`config.mk`:
```
export PLATFORM = sky130hd
export DESIGN_NAME = rggen_bit_field_event_capture
export DESIGN_NICKNAME = d
export VERILOG_FILES = /design/src/rtl/rggen_bit_field_event_capture_pkg.sv /design/src/rtl/rggen_event_capture_cell.sv /design/src/rtl/rggen_bit_field_event_capture.sv
export SDC_FILE = /design/constraint.sdc
export NUM_CORES = 1
export LEC_CHECK = 0
export CAP_MARGIN = 30
export CORE_ASPECT_RATIO = 2
export CORE_MARGIN = 4
export CORE_UTILIZATION = 39
export CTS_BUF_LIST = sky130_fd_sc_hd__clkbuf_4
export CTS_CLUSTER_DIAMETER = 40
export DETAILED_ROUTE_END_ITERATION = 8
export HOLD_SLACK_MARGIN = 0.15
export PLACE_DENSITY = 0.95
export SETUP_SLACK_MARGIN = 0.02
export SYNTH_ARGS = -nofsm -noshare
export SYNTH_HDL_FRONTEND = slang
export SYNTH_SLANG_ARGS = --single-unit
```
`constraint.sdc`:
```
create_clock -name i_clk -period 2.4 [get_ports i_clk]
set_clock_uncertainty 0.15 [all_clocks]
set_input_delay 0.24 -clock i_clk [delete_from_list [all_inputs] [get_ports i_clk]]
set_output_delay 0.24 -clock i_clk [all_outputs]
set_load 0.02 [all_outputs]
```
`src/rtl/rggen_bit_field_event_capture_pkg.sv`:
```
// Shared encodings for the event-capture bit field, used by the register
// generator templates and by the cell/top RTL.
package rggen_bit_field_event_capture_pkg;

   localparam int RGGEN_W1C = 0;
   localparam int RGGEN_RC  = 1;

   typedef enum logic {
      CLEAR_W1C = 1'b0,
      CLEAR_RC  = 1'b1
   } clear_mode_e;

   function automatic clear_mode_e to_clear_mode(input int mode);
      return (mode == RGGEN_RC) ? CLEAR_RC : CLEAR_W1C;
   endfunction

endpackage

```
`src/rtl/rggen_event_capture_cell.sv`:
```
// Single-bit event capture slice: sticky pending flag, lost-event flag and
// a one-cycle acknowledge for software clears.
module rggen_event_capture_cell #(
   parameter logic INITIAL_VALUE = 1'b0
) (
   input  logic i_clk,
   input  logic i_rst_n,
   input  logic i_clr,
   input  logic i_event,
   output logic o_pending,
   output logic o_overflow,
   output logic o_ack
);

   logic pending_q, pending_d;
   logic overflow_q, overflow_d;
   logic ack_q, ack_d;

   // A new event in the same cycle as a clear replaces the old occurrence:
   // pending stays set, nothing is lost, and no ack is given for it.
   always_comb begin
      pending_d  = (pending_q & ~i_clr) | i_event;
      overflow_d = (overflow_q & ~i_clr) | (i_event & pending_q & ~i_clr);
      ack_d      = i_clr & pending_q & ~i_event;
   end

   always_ff @(posedge i_clk or negedge i_rst_n) begin
      if (!i_rst_n) begin
         pending_q  <= INITIAL_VALUE;
         overflow_q <= 1'b0;
         ack_q      <= 1'b0;
      end else begin
         pending_q  <= pending_d;
         overflow_q <= overflow_d;
         ack_q      <= ack_d;
      end
   end

   assign o_pending  = pending_q;
   assign o_overflow = overflow_q;
   assign o_ack      = ack_q;

endmodule

```
`src/rtl/rggen_bit_field_event_capture.sv`:
```
// Hardware-to-software event capture bit field: latches per-bit event
// pulses, lets software clear them (W1C or RC) and raises a maskable irq.
module rggen_bit_field_event_capture
   import rggen_bit_field_event_capture_pkg::*;
#(
   parameter int               WIDTH         = 8,
   parameter int               CLEAR_MODE    = RGGEN_W1C,
   parameter logic [WIDTH-1:0] INITIAL_VALUE = {WIDTH{1'b0}}
) (
   input  logic             i_clk,
   input  logic             i_rst_n,
   input  logic             i_bit_field_valid,
   input  logic [WIDTH-1:0] i_bit_field_read_mask,
   input  logic [WIDTH-1:0] i_bit_field_write_mask,
   input  logic [WIDTH-1:0] i_bit_field_write_data,
   output logic [WIDTH-1:0] o_bit_field_read_data,
   output logic [WIDTH-1:0] o_bit_field_value,
   input  logic [WIDTH-1:0] i_event,
   input  logic [WIDTH-1:0] i_irq_enable,
   output logic [WIDTH-1:0] o_pending,
   output logic [WIDTH-1:0] o_overflow,
   output logic [WIDTH-1:0] o_ack,
   output logic             o_irq
);

   localparam clear_mode_e MODE = to_clear_mode(CLEAR_MODE);

   logic             is_read;
   logic [WIDTH-1:0] clr_w1c;
   logic [WIDTH-1:0] clr_rc;
   logic [WIDTH-1:0] clr;
   logic [WIDTH-1:0] pending;

   // An access with an all-zero write mask is a read.
   always_comb begin
      is_read = i_bit_field_valid && (i_bit_field_write_mask == '0);
      clr_w1c = i_bit_field_valid ? (i_bit_field_write_mask & i_bit_field_write_data) : '0;
      clr_rc  = is_read ? i_bit_field_read_mask : '0;
      clr     = (MODE == CLEAR_RC) ? clr_rc : clr_w1c;
   end

   for (genvar i = 0; i < WIDTH; i++) begin : g_cell
      rggen_event_capture_cell #(
         .INITIAL_VALUE (INITIAL_VALUE[i])
      ) u_cell (
         .i_clk      (i_clk),
         .i_rst_n    (i_rst_n),
         .i_clr      (clr[i]),
         .i_event    (i_event[i]),
         .o_pending  (pending[i]),
         .o_overflow (o_overflow[i]),
         .o_ack      (o_ack[i])
      );
   end

   // Read data is the flop value, i.e. what was pending before this access clears it.
   assign o_bit_field_read_data = pending;
   assign o_bit_field_value     = pending;
   assign o_pending             = pending;
   assign o_irq                 = |(pending & i_irq_enable);

endmodule

```
# Yosys cells after proc, flatten, opt, wreduce, memory -nomap -nowiden
# Cells that the tools add are included.
word_totals:
  register_bits: 24
  in_bits: 43
  output_inout_bits: 41
  wordCells: 108
classes:
  muxes: 1
  bitwise_logic: 82
  n_reduce_logical: 1
ops:
  columns: ["operator", "count"]
  rows:
  - ["1-bit bitwise AND", 48]
  - ["8-bit bitwise AND", 2]
  - ["1-bit NOT", 16]
  - ["1-bit bitwise OR", 16]
  - ["8-bit two-way mux", 1]
  - ["8-bit OR reduction", 1]

# Longest topological paths before layout
depth:
  word_depth: 5
  ltp_mapped: 3
  ltp_nobuf: 2

# Cells and area by module
# From an unflattened synthesis, not the netlist that was laid out.
hier_totals:
  hier_cells: 101
  hier_area_um2: 1027.2
by_module_without_submodules:
  columns: ["module", "instances", "cells_per_inst", "area_each_um2", "seq_area_each_um2"]
  rows:
  - ["rggen_event_capture_cell", 8, 9, 102.6, 75.1]
  - ["rggen_bit_field_event_capture", 1, 29, 206.4, 0.0]

# Worst setup path after synthesis
# No wires, ideal clock.
synth_path:
  path_kind: "register to output"
  startpoint: "reg g_cell[2].u_cell.pending_q"
  endpoint: "out o_irq"
  arrival_ns: 0.826
  t_required_ns: 2.010
  setup_slack_ns: 1.184
  path_stages_with_launch: 3
  path_buffers: 0
  cell_sequence: "dfrtp_1 > a22oi_1 > nand4_1"
synth_via:
  elab_chain_len: 2
synth_lines:
  columns: ["item", "line_no", "source"]
  rows:
  - ["start, declared", "rggen_event_capture_cell.sv:15", "logic pending_q, pending_d;"]
  - ["start signal, assigned", "rggen_event_capture_cell.sv:33", "pending_q <= pending_d;"]
  - ["8-bit bitwise AND", "rggen_bit_field_event_capture.sv:60", "assign o_irq = |(pending & i_irq_enable);"]
  - ["8-bit OR reduction", "rggen_bit_field_event_capture.sv:60", null]
  - ["end, declared", "rggen_bit_field_event_capture.sv:23", "output logic o_irq"]
# No other way between the ends.

# Final worst setup path
# Ends and elaborated chain as after synthesis.

==> flow_summary_export.csv <==
group,metric,value,unit
status,run_status,"finished clean",
timing,finalHoldViolations,0,
timing,timing.setup.tns,0,ps
detailed_routing,number_of_nets_with_antenna_violations_after_detailed_routing,0,
critical_path,critPathArrivalTime,1660,ps
timing,grt_setup_unrepaired,"no",
timing,hold_slack,370,ps
floorplanning,io_pins,84,
global_routing,grt_residual_overflow,0,
clock_network,clock_sink_count,24,
floorplanning,die_area,4180,sq um
clock_network,clk_latency,290,ps
critical_path,critPathKind,"flip-flop to output port",
synth,synth.area.top_cells,"sky130_fd_sc_hd__dfrtp_1, sky130_fd_sc_hd__buf_4, sky130_fd_sc_hd__a21o_1, sky130_fd_sc_hd__a31oi_1, sky130_fd_sc_hd__nor3b_1",
synth,synth.lib_cells_used.distinct,12,
placed_design,placedInstanceArea,1730,sq um
synth,synth.top_cell.area_share,0.487,
critical_path,cp_data_required_time,2010,ps
placed_design,routabilityCongestion,0.647,
critical_path,crit_fanout,7,
synth,yosysWarningCount,0,
synth,synth.avg_cell_area,11.2,sq um
clock_network,cts-root-to-sink-buffers,2,
layout,final_layout_size_suffix_gt1_frac,0.0600,
critical_path,r2r.worst_path.cells,2,
synth,mappedNetlistNets,153,
global_routing,grt.total_usage,0.154,
layout,insertedDiodeCount,0,
pwr,leakage,0.000682,uW
layout,final_net_count,195,
pwr,power.density_cell_area,486,nW/um^2
critical_path,worst_path_max_delay_cell,"sky130_fd_sc_hd__clkdlybuf4s50_1",
synth,dominantRegCellSynth,"sky130_fd_sc_hd__dfrtp_1",
critical_path,critical_path.max_stage_delay,550,ps
global_routing,grt_start_max_net_pins,25,
global_routing,wire_length_of_the_first_global_routing_pass,4680,um
timing,clock.fmax,487,MHz
floorplanning,core.rowCount,28,
floorplanning,die_width,47.8,um
clock_network,post_cts.resized_instances,0,
detailed_routing,average_wire_per_standard_cell,16.4,um
floorplanning,dieHeight,87.5,um
timing,slew_headroom,0.794,
critical_path,timing.critical_path.cells,"a22oi_1, nand4_1, clkdlybuf4s50_1",
critical_path,startpoint_class,"flip-flop",
floorplanning,placeableCoreArea,3010,sq um
detailed_routing,drt-total-wl,2950,um
critical_path,worstSetupEndpointType,"output port",
clock_network,clk_pin_slew,120,ps
clock_network,clock_buffers_created_by_tritoncts,3,
synth,synth_async_sr_flop_share,1.00,
clock_network,clock_tree.root_cell,"sky130_fd_sc_hd__clkbuf_4",
pwr,ir_drop,338,uV
synth,synth.ff_latch_count,24,
synth,synth_common_cells,"sky130_fd_sc_hd__buf_4, sky130_fd_sc_hd__dfrtp_1, sky130_fd_sc_hd__a21o_1, sky130_fd_sc_hd__a21oi_1, sky130_fd_sc_hd__a31oi_1",
synth,synth_seq_area_share,0.487,
detailed_routing,first_iter_violations,5,
placed_design,half_perimeter_wire_length_of_the_detailed_placement_result,2500,um
job,max-cap-violations,0,
layout,final_cell_area,1760,sq um
min_path,min-delay-path-class,"input pin to flip-flop",
timing,final-max-slew-violation-count,0,
detailed_routing,drt-vias-per-instance,5.13,
timing,setup_violations,0,
synth,yosysTopAreaCell,"sky130_fd_sc_hd__dfrtp_1",
synth,post_synth_instance_area,1230,sq um
detailed_routing,first_pass_drt_iterations,4,
layout,fillers,253,
global_routing,grt_antenna_before_repair,0,
layout,layout-area-overhead-vs-synth,42.5,%
synth,synthMostInstantiatedCell,"sky130_fd_sc_hd__buf_4",
timing,min_period,2050,ps
timing,slew_worst_pin,309,ps
synth,synth_cells,110,
global_routing,vias_in_the_first_global_route,1068,
timing,setup_slack,345,ps
min_path,whs_path_depth,2,
detailed_routing,route.detailed.drc,0,
clock_network,clock_tree_from_tritoncts,"done",
placed_design,numPortBuffers,75,
detailed_routing,vias,924,
synth,synth_edf_count,0,
floorplanning,initial_core_util,0.409,
clock_network,cts_max_level,1,
placed_design,dpl_worst_slack,433,ps
timing,final_min_period_over_clock_period,0.856,
==> per-layer routing <==
layer,GRT usage,vias to the layer above,part of all wire
li1,-,432,-
met1,0.139,440,0.29
met2,0.297,44,0.61
met3,0.0288,8,0.081
met4,0.0662,0,0.025
met5,0,-,0
==> cell usage in the layout, fill, tap and decap left out <==
cell	n
sky130_fd_sc_hd__buf_4	2
sky130_fd_sc_hd__a21oi_1	8
sky130_fd_sc_hd__a21o_1	8
sky130_fd_sc_hd__nand4_1	1
sky130_fd_sc_hd__dfrtp_1	24
sky130_fd_sc_hd__nor3b_1	6
sky130_fd_sc_hd__clkdlybuf4s50_1	75
sky130_fd_sc_hd__nand3_4	2
sky130_fd_sc_hd__dlygate4sd3_1	1
sky130_fd_sc_hd__clkbuf_4	3
sky130_fd_sc_hd__a31oi_1	8
sky130_fd_sc_hd__a22oi_1	4
sky130_fd_sc_hd__nor3b_2	2
sky130_fd_sc_hd__nand3_1	6
==> stage by stage <==
| stage | total power [uW] | cells | utilization |
|---|---|---|---|
| after floorplan | 587 | 110 | - |
| after global placement | 688 | 176 | 0.573 |
| after detailed placement | 697 | 176 | 0.573 |
| after CTS | 867 | 180 | 0.583 |
| after global routing | 902 | 180 | 0.583 |
| final | 854 | 180 | 0.583 |
==> cell families (layout without fill, tap and decap cells) <==
| logic type | Yosys count | count (layout) | share of synthesized area |
|---|---|---|---|
| simple gates | 17 | 17 | 0.115 |
| buf+inv | 41 | 81 | 0.253 |
| compound gates | 28 | 28 | 0.146 |
| flops | 24 | 24 | 0.487 |
==> path summary, 6_finish.rpt <==
path                       slack [ps]                                  start                                     to
hold / removal                    370              i_bit_field_write_data[7]  g_cell[7].u_cell.o_overflow$_DFF_PN0_
max in group asynchronous        1190                                i_rst_n   g_cell[1].u_cell.o_pending$_DFF_PN0_
setup reg to reg                 1420   g_cell[6].u_cell.o_pending$_DFF_PN0_  g_cell[6].u_cell.o_overflow$_DFF_PN0_
setup / recovery                  350   g_cell[2].u_cell.o_pending$_DFF_PN0_                                  o_irq
hold reg to reg                   410  g_cell[7].u_cell.o_overflow$_DFF_PN0_  g_cell[7].u_cell.o_overflow$_DFF_PN0_
min in group asynchronous         680                                i_rst_n       g_cell[0].u_cell.o_ack$_DFF_PN0_
==> where the power goes <==
group / total [uW] / switching [uW] / internal [uW]
registers: 447 / 19.8 / 427
logic: 241 / 107 / 133
clock network: 166 / 107 / 58.5
==> registers in the layout, indices dropped and copies added (netlist names) <==
| register | flops |
|---|---|
| g_cell.u_cell.o_ack | 8 |
| g_cell.u_cell.o_overflow | 8 |
| g_cell.u_cell.o_pending | 8 |
==> cell type report <==
type                            instances  area [sq um]  area share
Clock buffer                            3          22.5      0.0128
Multi-Input combinational cell         45           322       0.183
Sequential cell                        24           601       0.342
Tap cell                               30          37.5      0.0214
Timing Repair Buffer                   78           776       0.441
==> repair_timing <==
action,4_1_cts,5_1_grt
hold buffers,1,0
buffers inserted,0,0
endpoints found under the hold margin,24,0
==> worst max-delay path, delay by kind of cell (launching register included) <==
| family | cells | cell delay [ps] |
|---|---|---|
| buffers and inverters | 1 | 550 |
| AO/OA/AOI/OAI | 1 | 230 |
| AND/OR/NAND/NOR | 1 | 130 |
| flip-flops | 1 | 460 |
(Power assumes the default switching activity.)
